--- src/rtl/wave_pwm_dac.sv ---
// PWM output stage for the RC-filter DAC: scales each sample by (ampSel+1)/8 and
// emits one PWM frame of 2^WIDTH cycles per sample, with a strobe on each frame start.
module wave_pwm_dac #(
    parameter int WIDTH = 8
) (
    input  logic             clk,
    input  logic             rst,
    input  logic             en,
    input  logic [WIDTH-1:0] dataIn,
    input  logic [2:0]       ampSel,
    output logic             pwmOut,
    output logic             sampleTick,
    output logic [WIDTH-1:0] duty,
    output logic             stateDbg,
    output logic [WIDTH-1:0] cntDbg
);

    // Handshake: none. Samples are not acknowledged; the producer watches
    // sampleTick and only the value present in the wrap cycle (cnt==MAX) or
    // in the IDLE->RUN cycle is captured.

    localparam logic [WIDTH-1:0] MAX = {WIDTH{1'b1}};

    typedef enum logic {
        IDLE = 1'b0,
        RUN  = 1'b1
    } state_t;

    state_t           state;
    logic [WIDTH-1:0] cnt;
    logic [WIDTH-1:0] cntNext;
    logic [3:0]       gain;
    logic [WIDTH+2:0] product;
    logic [WIDTH-1:0] scaled;

    // Product of a WIDTH-bit sample and a gain of at most 8 fits in WIDTH+3 bits;
    // dropping the low three bits is the divide by 8 (truncating).
    always_comb begin
        gain    = {1'b0, ampSel} + 4'd1;
        product = {3'b000, dataIn} * {{(WIDTH-1){1'b0}}, gain};
        scaled  = product[WIDTH+2:3];
        cntNext = cnt + 1'b1;
    end

    always_ff @(posedge clk or negedge rst) begin
        if (!rst) begin
            state      <= IDLE;
            cnt        <= '0;
            duty       <= '0;
            pwmOut     <= 1'b0;
            sampleTick <= 1'b0;
        end else begin
            case (state)
                IDLE: begin
                    cnt <= '0;
                    if (en) begin
                        duty       <= scaled;
                        sampleTick <= 1'b1;
                        pwmOut     <= (scaled != '0);
                        state      <= RUN;
                    end else begin
                        sampleTick <= 1'b0;
                        pwmOut     <= 1'b0;
                    end
                end
                RUN: begin
                    if (!en) begin
                        // Abort wins over a wrap in the same cycle: no tick, duty kept.
                        state      <= IDLE;
                        cnt        <= '0;
                        pwmOut     <= 1'b0;
                        sampleTick <= 1'b0;
                    end else if (cnt == MAX) begin
                        cnt        <= '0;
                        duty       <= scaled;
                        sampleTick <= 1'b1;
                        pwmOut     <= (scaled != '0);
                    end else begin
                        cnt        <= cntNext;
                        pwmOut     <= (cntNext < duty);
                        sampleTick <= 1'b0;
                    end
                end
                default: begin
                    state      <= IDLE;
                    cnt        <= '0;
                    pwmOut     <= 1'b0;
                    sampleTick <= 1'b0;
                end
            endcase
        end
    end

    assign stateDbg = state;
    assign cntDbg   = cnt;

endmodule

--- config.mk ---
export PLATFORM = sky130hd
export DESIGN_NAME = wave_pwm_dac
export DESIGN_NICKNAME = d
export VERILOG_FILES = /design/src/rtl/wave_pwm_dac.sv
export SDC_FILE = /design/constraint.sdc
export NUM_CORES = 1
export LEC_CHECK = 0
export ABC_AREA = 0
export BUFFER_PORTS_ARGS = -buffer_cell sky130_fd_sc_hd__buf_2
export CAP_MARGIN = 20
export CORE_MARGIN = 2
export CORE_UTILIZATION = 41
export DETAILED_ROUTE_END_ITERATION = 10
export HOLD_SLACK_MARGIN = 0.08
export PLACE_DENSITY = 0.6
export SLEW_MARGIN = 20
export SYNTH_ARGS = -nofsm -noshare
export SYNTH_HDL_FRONTEND = slang
export SYNTH_SLANG_ARGS = --single-unit
--- constraint.sdc ---
create_clock -name clk -period 3.1 [get_ports clk]
set_clock_uncertainty 0.15 [all_clocks]
set_input_delay 0.62 -clock clk [delete_from_list [all_inputs] [get_ports clk]]
set_output_delay 0.62 -clock clk [all_outputs]
set_load 0.01 [all_outputs]
==> Word level (Yosys, flattened, before mapping) <==
Cells that the tools add are included.
{ "word_totals": {"register_bits": 19, "in_bits": 14, "output_inout_bits": 19, "elab_cells": 31} }
{ "classes": {"add_sub_neg": 2, "multipliers": 1, "n_lt_le_gt_ge": 1, "eq_ne": 4, "mux": 15, "bitwise": 1, "n_reduce_logical": 2} }
{ "ops": {"columns": ["op", "count"], "rows": [
  ["8-bit two-way mux", 5],
  ["8-bit one-hot mux with 2 select lines", 2],
  ["8-bit by 4-bit multiplier with 11-bit output", 1],
  ["8-bit by 1-bit adder with 8-bit output (second input constant)", 1],
  ["8-bit equality test (second input constant)", 1],
  ["8-bit < comparator", 1],
  ["8-bit nonzero test", 1],
  ["1-bit two-way mux", 6],
  ["3-bit by 1-bit adder with 4-bit output (second input constant)", 1],
  ["2-bit inequality test (second input constant)", 2],
  ["1-bit one-hot mux with 2 select lines", 2],
  ["3-bit AND reduction", 1],
  ["2-bit by 1-bit inequality test with 1-bit output (second input constant)", 1],
  ["1-bit NOT", 1]
]} }

==> Logic depth before layout (Yosys ltp) <==
{ "depth": {"depth_word": 6, "ltp_mapped": 13, "depth_no_buf": 13} }

==> Worst setup path after synthesis <==
No wires, ideal clock.
{ "synth_timing": {"path_kind": "input to register", "from": "input ampSel[0]", "to": "register pwmOut", "setup_time_ps": 145, "arrival_time_ps": 3990, "required_ps": 2805, "setup_slack_ps": -1185, "stages": 12, "n_path_buf": 0, "cell_sequence": "ha_1 > xor2_1 > nand2_1 > fa_1 > inv_1 > fa_1 > fa_1 > a211oi_2 > o2111ai_1 > a211o_1 > a2111oi_1 > a311oi_1"} }
{ "synth_between": {"elab_chain_len": 6, "word_cells_on_any_way": 7, "cone_classes": "add/sub (1); mul (1); mux (4); reduce/logical (1)"} }
{ "synth_lines": {"columns": ["element", "line_no", "rtl"], "rows": [
  ["start: declaration", "10", "input logic [2:0] ampSel,"],
  ["3-bit by 1-bit adder with 4-bit output *", "39", "gain = {1'b0, ampSel} + 4'd1;"],
  ["8-bit by 4-bit multiplier with 11-bit output *", "40", "product = {3'b000, dataIn} * {{(WIDTH-1){1'b0}}, gain};"],
  ["8-bit nonzero test *", "59, 77", null],
  ["1-bit two-way mux", "73", "end else if (cnt == MAX) begin"],
  ["1-bit two-way mux", "67", "if (!en) begin"],
  ["1-bit one-hot mux with 2 select lines *", "53", "case (state)"],
  ["end signal: assignment", "59", "pwmOut <= (scaled != '0);"],
  ["end signal: assignment", "77", "pwmOut <= (scaled != '0);"],
  ["end signal: assignment", "80", "pwmOut <= (cntNext < duty);"],
  ["end: declaration", "11", "output logic pwmOut,"]
]} }
Every way passes the cells marked *; elsewhere a longest branch is shown, timed or not.
A chain may end at the register's enable or synchronous reset.

==> Worst setup path after layout <==
Ends and elaborated chain as after synthesis.

==> flow_summary.yaml <==
job:
  max_cap_violations: 0
synthesis:
  netlist-cell-type-count: 38
  syn_avg_cell_area_um2: 9.10
  synthSimpleGateAreaFrac: 0.193
  synth_seq_cells: 19
  synth_flop_cell: "dfrtp_1"
  synth_edf_count: 0
  ys_warn_count: 0
  post-synth-top-area-cell: "dfrtp_1"
  yosysMostFrequentCell: "inv_1"
  synth_common_cells: "31 x inv_1, 21 x ha_1, 19 x dfrtp_1"
  yosysTopAreaCellShare: 0.255
  yosys-top-cells-area: "dfrtp_1 25%, ha_1 14%, fa_1 13%, inv_1 6.2%, and2_1 5.0%"
  synth_compound_area_frac: 0.152
  async_flop_share: 1.00
  syn-cell-area_mm2: 0.00187
  synth_top_family_by_area: "adder cells"
  seq_area_frac_synth: 0.255
  syn_nets: 252
  synth_xor_area_frac: 0.0563
  synthCells: 205
  synth.area.mux_share: 0.0114
  synthAdderAreaFrac: 0.270
floorplanning:
  die_area_mm2: 0.00511
  dieHeight_um: 71.5
  initial_core_util: 0.428
  die_w_um: 71.5
  coreArea_mm2: 0.00435
  row_count: 24
  io_pins: 33
layout:
  nNetsFinal: 328
  multi_input_area_mm2: 0.00151
  finalNonFillerCells: 332
  seqCellArea_um2: 475
  antennaDiodeCount: 0
  fillerInstances: 371
  syn2layout_area_growth_pct: 45.6
  drive_gt1_frac: 0.411
global_route:
  grt_pass1_vias: 1675
  grt_use_met2: 0.313
  grt_max_degree: 20
  grt_pass1_wl_mm: 7.60
  grtUsageMet3: 0.0169
  antenna_found_initial: 0
  top_usage_layer: "met2"
  use_met1: 0.261
  grt_usage: 0.183
  grt_remaining_overflow: 0
setup_path:
  endpoint: "pwmOut"
  cp_data_required_time_ns: 3.07
  cp-end-kind: "flip-flop"
  reg2reg_depth: 9
  r2r-end: "pwmOut"
  startpoint: "ampSel[0]"
  cp-start-kind: "input pin"
  arrival_ns: 3.75
  path_class: "input pin to flip-flop"
  r2r_setup_slack_ns: 0.61
  path_max_fanout: 7
  r2r_start: "cntDbg[0]"
routing:
  via_per_inst: 5.05
  drc: 0
  drtIter0Drc: 75
  wl_mm: 4.31
  first_pass_iters: 4
  dr_total_vias: 1677
  wl_per_cell_um: 13.0
  ant_nets: 0
clock_network:
  ctsRootBufferMaster: "clkbuf_8"
  max-clock-path-buffers: 2
  clkTransAtPathRegs_ns: 0.07
  numCtsBuffers: 3
  cts.sinks: 19
  htreeDepth: 1
  clk_latency_ns: 0.25
  holdBufCountCts: 0
  cts_tree: "done"
run_status:
  status: "finished, violations left"
  violations: "negative setup slack"
timing:
  layout_setup_ws_ns: -0.680
  setup-violations-final: 8
  fin_hold_ws_ns: 0.152
  hold_viol_final: 0
  period_share: 1.22
  worstMarginPinSlew_ns: 0.545
  relSlewSlack: 0.635
  rsz0062_at_grt: "yes"
  slew_violations: 0
  fmax_mhz: 265
  period_needed_ns: 3.78
min_path:
  hold_path_class: "input pin to async pin"
placement:
  placed_cells: 325
  place_hpwl_mm: 3.61
  gp_congestion: 0.822
  port_buffers: 32
pwr:
  power_leakage_nw: 1.37
  max-vdd-ir-drop_v: 0.000271
  powerDensity_mw_per_mm2: 451
==> worst max-delay path: stages <==
cell and delay (ns):
buf_8 0.10, ha_4 0.16, xor2_4 0.23, nand2_2 0.08
fa_1 0.49, inv_1 0.05, fa_1 0.49, fa_2 0.39
a211oi_2 0.25, o2111ai_1 0.13, a211o_1 0.31, a2111oi_2 0.31
a311oi_1 0.14
==> per-layer routing <==
metal  routed length (um)  share of wire  vias up
met5                    0              0        -
li1                     -              -      854
met2                 2140           0.50       23
met1                 2060           0.48      798
met4                   22         0.0051        0
met3                   89          0.021        2
==> kinds of logic after synthesis <==
family | count (synthesis)
AND/OR/NAND/NOR | 68
AO/OA/AOI/OAI | 40
buffers and inverters | 31
XOR/XNOR | 12
multiplexers | 2
adder cells (fa/ha/maj) | 33
flip-flops | 19
==> power by group <==
group	switching [W]	total (W)	internal, W
Clock	0.0000813	0.000170	0.0000892
Combinational	0.000368	0.000742	0.000373
Sequential	0.0000259	0.000313	0.000287
==> sequential cells by signal, summed over array words and instances, names as in the netlist <==
| register | flops |
|---|---|
| duty | 8 |
| cntDbg | 8 |
| pwmOut | 1 |
| sampleTick | 1 |
| stateDbg | 1 |
==> how the worst min path moves through the flow <==
stage	from	endpoint	slack (ns)	cells after the start
6_report	rst	duty[4]	0.15	1
5_1_grt	rst	cntDbg[6]	0.17	1
4_1_cts	rst	cntDbg[5]	0.16	1
3_5_place_dp	duty[3]	duty[3]	0.37	2
3_3_place_gp	duty[3]	duty[3]	0.37	2
2_1_floorplan	rst	cntDbg[0]	0.17	0
==> layout by cell type, fill, tap and decap left out, types with 4 or more instances in the layout <==
master / count
o21ai_1: 5
ha_4: 5
a21oi_1: 6
nand2b_1: 4
dfrtp_1: 19
nand3_1: 4
and3_1: 4
buf_4: 35
inv_1: 28
xor2_1: 6
buf_2: 29
nor2b_1: 8
buf_6: 5
ha_1: 16
nor2_1: 9
and2_1: 12
nand2_1: 13
xnor2_1: 4
fa_1: 11
==> cell type report <==
| cell class | instances | area share |
|---|---|---|
| multi-input cells | 155 | 0.557 |
| repair buffers | 71 | 0.184 |
| flip-flops and latches | 19 | 0.175 |
| inverters | 31 | 0.0428 |
| well taps | 52 | 0.0240 |
| clock buffers | 3 | 0.0152 |
| clock inverters | 1 | 0.00184 |
==> what timing repair did <==
action / CTS / global route
setup endpoints to repair: 9 / 9
pin swaps: 20 / 18
gates resized for setup: 20 / 15
buffers inserted: 2 / 2
==> per-stage QoR <==
step / area (um^2) / setup slack [ns] / power, W / TNS (ns) / utilization
global route: 2720 / -0.809 / 0.00133 / -4.18 / 0.624
global placement: 2500 / -0.940 / 0.000963 / -5.98 / 0.574
finish: 2720 / -0.680 / 0.00123 / -3.31 / 0.624
floorplan: 1990 / -0.685 / 0.000709 / -2.76 / -
CTS: 2660 / -0.723 / 0.00121 / -3.63 / 0.611
detailed placement: 2500 / -1.02 / 0.000971 / -6.36 / 0.574
Power figures use the tool's default switching activity.
